<file path="src/rtl/mem_arb_pkg.sv">
// Shared types and constants for the program/data RAM arbiter.
// Build option: MEM_ARB_ROUND_ROBIN_EN selects round-robin instead of fixed priority.
package mem_arb_pkg;

  typedef enum logic [1:0] {
    IDLE   = 2'd0,
    ACCESS = 2'd1,
    RESP   = 2'd2
  } arb_state_t;

  localparam logic        PORT_CPU  = 1'b0;
  localparam logic        PORT_AUX  = 1'b1;
  localparam logic [31:0] ERR_RDATA = 32'h0;

endpackage

</file>
<file path="src/rtl/arb_pick2.sv">
// Combinational two-way grant: round-robin when MEM_ARB_ROUND_ROBIN_EN is defined,
// otherwise fixed priority with port 0 always winning.
module arb_pick2
  import mem_arb_pkg::*;
(
  input  logic [1:0] i_valid,
  input  logic       i_pref,
  output logic       o_any,
  output logic       o_gnt
);

  assign o_any = |i_valid;

`ifdef MEM_ARB_ROUND_ROBIN_EN
  // Preference only matters when both ports contend.
  assign o_gnt = (i_valid == 2'b11) ? i_pref : ~i_valid[PORT_CPU];
`else
  logic w_unused_pref;
  assign w_unused_pref = i_pref;
  assign o_gnt         = ~i_valid[PORT_CPU];
`endif

endmodule

</file>
<file path="src/rtl/mem_arbiter.sv">
// Two-port valid/ready arbiter in front of a single-port synchronous BRAM.
// Build option: MEM_ARB_ROUND_ROBIN_EN (round-robin grant); default is fixed priority.
module mem_arbiter
  import mem_arb_pkg::*;
#(
  parameter int unsigned MEM_WORDS  = 4096,
  parameter int unsigned ADDR_WIDTH = 12
) (
  input  logic                  clk,
  input  logic                  reset,
  input  logic                  m0_valid,
  input  logic [31:0]           m0_addr,
  input  logic [31:0]           m0_wdata,
  input  logic [3:0]            m0_wstrb,
  output logic                  m0_ready,
  output logic [31:0]           m0_rdata,
  input  logic                  m1_valid,
  input  logic [31:0]           m1_addr,
  input  logic [31:0]           m1_wdata,
  input  logic [3:0]            m1_wstrb,
  output logic                  m1_ready,
  output logic [31:0]           m1_rdata,
  output logic                  ram_en,
  output logic [3:0]            ram_we,
  output logic [ADDR_WIDTH-1:0] ram_addr,
  output logic [31:0]           ram_wdata,
  input  logic [31:0]           ram_rdata,
  output logic                  err
);

  arb_state_t  r_state;
  logic        r_win;
  logic        r_in_range;
  logic        r_is_read;
  logic        r_rd0;
  logic        r_rd1;

  logic        w_any;
  logic        w_gnt;
  logic        w_pref;
  logic [31:0] w_addr;
  logic [31:0] w_wdata;
  logic [3:0]  w_wstrb;
  logic        w_in_range;

`ifdef MEM_ARB_ROUND_ROBIN_EN
  logic r_pref;
  assign w_pref = r_pref;
`else
  assign w_pref = PORT_CPU;
`endif

  arb_pick2 u_pick (
    .i_valid ({m1_valid, m0_valid}),
    .i_pref  (w_pref),
    .o_any   (w_any),
    .o_gnt   (w_gnt)
  );

  assign w_addr     = (w_gnt == PORT_AUX) ? m1_addr  : m0_addr;
  assign w_wdata    = (w_gnt == PORT_AUX) ? m1_wdata : m0_wdata;
  assign w_wstrb    = (w_gnt == PORT_AUX) ? m1_wstrb : m0_wstrb;
  assign w_in_range = (w_addr[31:2] < 30'(MEM_WORDS));

  // BRAM data arrives in the RESP cycle itself, so read data is steered by a
  // registered select rather than re-registered (which would cost a cycle).
  assign m0_rdata = r_rd0 ? ram_rdata : ERR_RDATA;
  assign m1_rdata = r_rd1 ? ram_rdata : ERR_RDATA;

  always_ff @(posedge clk) begin
    if (reset) begin
      r_state    <= IDLE;
      r_win      <= PORT_CPU;
      r_in_range <= 1'b0;
      r_is_read  <= 1'b0;
      r_rd0      <= 1'b0;
      r_rd1      <= 1'b0;
      ram_en     <= 1'b0;
      ram_we     <= '0;
      ram_addr   <= '0;
      ram_wdata  <= '0;
      m0_ready   <= 1'b0;
      m1_ready   <= 1'b0;
      err        <= 1'b0;
`ifdef MEM_ARB_ROUND_ROBIN_EN
      r_pref     <= PORT_CPU;
`endif
    end else begin
      case (r_state)
        IDLE: begin
          m0_ready <= 1'b0;
          m1_ready <= 1'b0;
          r_rd0    <= 1'b0;
          r_rd1    <= 1'b0;
          err      <= 1'b0;
          if (w_any) begin
            r_win      <= w_gnt;
            r_in_range <= w_in_range;
            r_is_read  <= (w_wstrb == 4'b0000);
            ram_en     <= w_in_range;
            ram_we     <= w_in_range ? w_wstrb : 4'b0000;
            ram_addr   <= w_addr[ADDR_WIDTH+1:2];
            ram_wdata  <= w_wdata;
            r_state    <= ACCESS;
`ifdef MEM_ARB_ROUND_ROBIN_EN
            r_pref     <= ~w_gnt;
`endif
          end
        end
        ACCESS: begin
          ram_en   <= 1'b0;
          ram_we   <= '0;
          m0_ready <= (r_win == PORT_CPU);
          m1_ready <= (r_win == PORT_AUX);
          r_rd0    <= (r_win == PORT_CPU) && r_in_range && r_is_read;
          r_rd1    <= (r_win == PORT_AUX) && r_in_range && r_is_read;
          err      <= ~r_in_range;
          r_state  <= RESP;
        end
        RESP: begin
          m0_ready <= 1'b0;
          m1_ready <= 1'b0;
          r_rd0    <= 1'b0;
          r_rd1    <= 1'b0;
          err      <= 1'b0;
          r_state  <= IDLE;
        end
        default: begin
          r_state <= IDLE;
        end
      endcase
    end
  end

endmodule

</file>
<file path="config.mk">
export PLATFORM = sky130hd
export DESIGN_NAME = mem_arbiter
export DESIGN_NICKNAME = d
export VERILOG_FILES = /design/src/rtl/mem_arb_pkg.sv /design/src/rtl/arb_pick2.sv /design/src/rtl/mem_arbiter.sv
export SDC_FILE = /design/constraint.sdc
export NUM_CORES = 1
export LEC_CHECK = 0
export ABC_CLOCK_PERIOD_IN_PS = 2000
export CORE_AREA = 2 2 113 115
export DETAILED_ROUTE_END_ITERATION = 8
export DIE_AREA = 0 0 115 117
export GPL_TIMING_DRIVEN = 0
export PLACE_DENSITY = 0.68
export SYNTH_ARGS = -nofsm -noshare
export SYNTH_HDL_FRONTEND = slang
export SYNTH_SLANG_ARGS = --single-unit
</file>
<file path="constraint.sdc">
create_clock -name clk -period 2 [get_ports clk]
set_clock_uncertainty 0.15 [all_clocks]
set_input_delay 0.5 -clock clk [delete_from_list [all_inputs] [get_ports clk]]
set_output_delay 0.5 -clock clk [all_outputs]
set_load 0.03 [all_outputs]
</file>
=== After elaboration in Yosys (flattened, before gate mapping) ===
Index checks and enable logic that the tools add are counted.

* Input port bits: 172
* Output and inout bits: 116
* Bits in registers: 59
* Logic and storage cells: 49

* Reduce and logical (&&, ||, !) cells: 12
* Order comparisons: 1
* Multiplexer cells: 17
* Equal/unequal tests: 3
* Bitwise operators: 3

{| class="wikitable"
|+ Operator list
! kind !! count
|-
| 32-bit 2-to-1 mux || 4
|-
| 30-bit by 13-bit less-than comparator with 1-bit output (second input constant) || 1
|-
| 4-bit 2-to-1 mux || 3
|-
| 1-bit case mux with 2 select lines || 6
|-
| 4-bit case mux with 2 select lines || 1
|-
| 1-bit logical AND || 4
|-
| 4-bit zero test || 1
|-
| 2-bit case mux with 2 select lines || 1
|-
| 2-bit AND reduction || 2
|-
| 2-bit nonzero test || 2
|-
| 2-bit OR reduction || 2
|-
| 1-bit NOT || 3
|-
| 2-bit by 1-bit equality test with 1-bit output (second input constant) || 1
|-
| 2-bit equality test (second input constant) || 1
|-
| 2-bit zero test || 1
|-
| 2-bit 2-to-1 mux || 1
|-
| 2-bit by 1-bit inequality test with 1-bit output (second input constant) || 1
|-
| 1-bit 2-to-1 mux || 1
|}

=== Longest topological paths before layout ===
* Word-level depth: 5
* Gate-level depth with buffers: 6
* Depth with buffers taken out: 4

=== Modules after synthesis ===
A second synthesis with hierarchy kept.

* Cell total of the unflattened synthesis: 341
* Area, all modules: 3051.7 sq um

{| class="wikitable"
|+ By module, submodules not included
! module !! cells each !! instances !! sequential area each (sq um) !! area each (sq um)
|-
| mem_arbiter || 339 || 1 || 1181.1 || 3041.7
|-
| arb_pick2 || 2 || 1 || 0.0 || 10.0
|}

=== Least setup slack after synthesis ===
OpenSTA, ideal clock, no wires.

* Path kind: input -> register
* From: input port m0_valid
* To: register ram_we[1]
* Data required time: 1.790 ns
* Data arrival time: 1.524 ns
* Path slack: 0.266 ns
* Stages on the path: 5
* Setup time: 0.060 ns
* Path buffers: 1
* Path through: buf_6 > nor4_1 > nand3_1 > a221oi_4 > a22o_1

* Cells in the longest elaborated chain, start to end: 5
* Elaborated cells between the ends (all ways): 9
* Those cells by class: order compare (1); eq/ne (1); mux (5); reduce/logical (2)

{| class="wikitable"
|+ Ends and longest elaborated chain
! item !! RTL line !! text
|-
| start, declared || mem_arbiter.sv:11 || <nowiki>input logic m0_valid,</nowiki>
|-
| 32-bit 2-to-1 mux || mem_arbiter.sv:60 || <nowiki>assign w_addr = (w_gnt == PORT_AUX) ? m1_addr : m0_addr;</nowiki>
|-
| 30-bit by 13-bit less-than comparator with 1-bit output || mem_arbiter.sv:63 || <nowiki>assign w_in_range = (w_addr[31:2] < 30'(MEM_WORDS));</nowiki>
|-
| 4-bit 2-to-1 mux || mem_arbiter.sv:101 || <nowiki>ram_we <= w_in_range ? w_wstrb : 4'b0000;</nowiki>
|-
| 4-bit 2-to-1 mux || mem_arbiter.sv:96 || <nowiki>if (w_any) begin</nowiki>
|-
| 4-bit case mux with 2 select lines || mem_arbiter.sv:89 || <nowiki>case (r_state)</nowiki>
|-
| end signal, assigned || mem_arbiter.sv:101 ||
|-
| end, declared || mem_arbiter.sv:24 || <nowiki>output logic [3:0] ram_we,</nowiki>
|}

Several ways; a longest one is shown, not always the timed one. The select of a mux whose other input is x is not followed.
A chain may end at the register's enable or synchronous reset.

=== Worst setup path after layout ===
* From: register ram_wdata[27]
* To: output port ram_wdata[27]

{| class="wikitable"
|+ RTL lines
! item !! RTL line !! text
|-
| start, declared || mem_arbiter.sv:26 || <nowiki>output logic [31:0] ram_wdata,</nowiki>
|-
| start signal, assigned || mem_arbiter.sv:103 || <nowiki>ram_wdata <= w_wdata;</nowiki>
|}

No word-level cell between the ends.

==> results.sh <==
export IMPL_status="finished, final reports clean"
export IMPL_critPathLaunchType="flip-flop"
export IMPL_num_vias=3573
export IMPL_fillers=1186
export IMPL_yosys_area_top_type="dfxtp_1"
export IMPL_area_growth_pct=101
export IMPL_routed_wl_um=12700
export IMPL_syn_avg_cell_area_um2=8.89
export IMPL_grt_start_max_net_pins=11
export IMPL_yosys_top_cells_area="dfxtp_1 (39%), mux2i_1 (15%), and2_1 (13%)"
export IMPL_core_area_mm2=0.0123
export IMPL_place_gp_congestion=0.756
export IMPL_startpoint="ram_wdata[27]"
export IMPL_whs_ns=0.316
export IMPL_worstPathRequired_ns=1.35
export IMPL_clk_pin_slew_ns=0.05
export IMPL_drv_slew=0
export IMPL_wl_per_cell_um=16.1
export IMPL_final_nets=805
export IMPL_synth_top_cells_by_count="and2_1 (64), dfxtp_1 (59), nor2_1 (57)"
export IMPL_grt_pass1_vias=3463
export IMPL_synthMuxAreaShare=0.161
export IMPL_synth_nets=511
export IMPL_antenna_found_initial=0
export IMPL_worst_path_largest_cell_delay_ns=0.68
export IMPL_drtIter0Drc=95
export IMPL_busiest_layer="met2"
export IMPL_ctsHoldBuffers=0
export IMPL_syn_inst=339
export IMPL_p_total_mw=3.96
export IMPL_setup_violations=0
export IMPL_r2r_slack_ns=0.33
export IMPL_critPathBufInv=1
export IMPL_clock_sinks=59
export IMPL_grt_use_met3=0.0654
export IMPL_ys_flop_type="dfxtp_1"
export IMPL_synth_area_mm2=0.00302
export IMPL_cts_root_buf="clkbuf_16"
export IMPL_ys_async_sr_fraction=0
export IMPL_grt_pass1_wl_um=17900
export IMPL_drcViolationCount=0
export IMPL_synth_compound_area_share=0.150
export IMPL_synth_edf_count=0
export IMPL_cp_max_fo=2
export IMPL_critPathArrivalTime_ns=1.33
export IMPL_antenna_diode_count=0
export IMPL_ys_types=28
export IMPL_initial_utilization=0.245
export IMPL_leakage_nw=3.10
export IMPL_ir_drop_mv=0.350
export IMPL_grtUsageTotal=0.174
export IMPL_end_kind="output port"
export IMPL_clk_latency_ns=0.32
export IMPL_min_period_ns=1.98
export IMPL_fp_row_count=41
export IMPL_power_density_mw_per_mm2=653
export IMPL_antenna_left=0
export IMPL_cts_tree="done"
export IMPL_dpl_hpwl_um=10600
export IMPL_ys_seq_area_frac=0.392
export IMPL_hold_viol_final=0
export IMPL_max_freq_mhz=505
export IMPL_htreeDepth=3
export IMPL_cts_buffers=9
export IMPL_die_area_mm2=0.0135
export IMPL_min_from="ram_en"
export IMPL_io_pins=288
export IMPL_cp_top_family="buffers and inverters"
export IMPL_synthDominantCellAreaShare=0.392
export IMPL_gr_usage_met1=0.172
export IMPL_r2r_start="r_state[1]"
export IMPL_synth_top_family_by_area="simple AND/OR/NAND/NOR gates"
export IMPL_numPortBuffers=282
export IMPL_via_per_inst=4.54
export IMPL_crit_slowest_cell="clkdlybuf4s50_1"
export IMPL_die_h_um=117
export IMPL_worst_pin_slew_ns=0.481
export IMPL_synth_fa_ha_area_frac=0
export IMPL_clock_path_buffers=2
export IMPL_grt_use_met2=0.338
export IMPL_synth_simple_area_share=0.254
export IMPL_worstHoldPathType="reg2reg"
export IMPL_yosys_area_share_xor_xnor=0
export IMPL_layout_cells_non_filler=787
export IMPL_drtPass1Iterations=4
export IMPL_worstPathCellList="clkdlybuf4s50_1"
export IMPL_max_cap_viol_count=0
export IMPL_yosysWarnings=0
export IMPL_post_route_period_util=0.989
export IMPL_yosysMostFrequentCell="and2_1"
export IMPL_dp_cells=771
export IMPL_die_w_um=115
export IMPL_grt_ovfl_total=0
export IMPL_max_slew_margin=0.679
export IMPL_drive_above_1_share=0.168
export IMPL_ys_seq_elements=59
export IMPL_crit_type="reg2out"
[final timing paths]
check	to	cells after the start
worst max register to register	ram_we[1]	3
worst min-delay path	ram_en	1
worst max-delay path	ram_wdata[27]	1
worst min register to register	ram_en	1
[stage by stage]
| step | worst slack, ns | cell area, um2 | utilization | setup TNS [ns] |
|---|---|---|---|---|
| 6_report | 0.0214 | 6070 | 0.493 | 0 |
| 3_3_place_gp | -0.466 | 6030 | 0.489 | -44.97 |
| 4_1_cts | 0.000384 | 5980 | 0.486 | 0 |
| 2_1_floorplan | 0.266 | 3020 | - | 0 |
| 5_1_grt | -0.00999 | 6070 | 0.493 | -0.00999 |
| 3_5_place_dp | -0.477 | 6030 | 0.489 | -46.79 |
[state kept, by name, summed over array words and instances, names as in the netlist]
name	count
r_rd1	1
m0_ready	1
r_win	1
ram_en	1
r_rd0	1
m1_ready	1
ram_wdata	32
ram_we	4
ram_addr	12
r_is_read	1
err	1
r_state	2
r_in_range	1
[where the power goes]
group	internal (mW)	total (mW)	switching (mW)
logic	0.563	1.11	0.543
clock network	1.02	1.51	0.487
registers	1.29	1.35	0.0578
[metal layers]
metal / wire length [um] / vias to the layer above
met5: 0 / -
met4: 78 / 0
met3: 1290 / 5
met2: 6900 / 175
met1: 4420 / 1612
li1: - / 1781
[repair_timing]
| item | 4_1_cts | 5_1_grt |
|---|---|---|
| setup endpoints to repair | 126 | 74 |
| buffers inserted | 0 | 1 |
| resized for setup | 357 | 29 |
| pin swaps | 0 | 4 |
[logic make-up (layout without fill, tap and decap cells)]
kind of cell / Yosys count / count (layout)
buf+inv: 29 / 327
mux: 48 / 48
compound gates: 58 / 58
simple gates: 145 / 145
flops: 59 / 59
[area by class of cell]
type | instances | area (um2) | area share
Clock inverter | 2 | 35.0 | 0.00577
Tap cell | 150 | 188 | 0.0309
Multi-Input combinational cell | 251 | 1710 | 0.282
Inverter | 2 | 7.51 | 0.00124
Clock buffer | 13 | 260 | 0.0429
Timing Repair Buffer | 283 | 2550 | 0.421
Buffer | 27 | 133 | 0.0218
Sequential cell | 59 | 1180 | 0.195
[cell usage in the layout, fill, tap and decap left out, types with 2 or more instances in the layout]
cell and count:
and2_1 64, nor4_1 5, a32oi_1 2, dfxtp_2 2, nand2_1 3, nand3_1 4
a211oi_1 45, buf_2 69, clkbuf_8 2, a22o_1 4, mux2i_1 44, buf_4 3
clkbuf_1 11, inv_1 2, dlymetal6s2s_1 23, dfxtp_1 57, mux2_2 4, clkbuf_2 8
clkbuf_16 9, clkdlybuf4s50_1 168, nor2_1 57, a21oi_1 4, nor3_1 4, dlygate4sd2_1 27
Note: power is estimated with default switching activity, not from simulation.
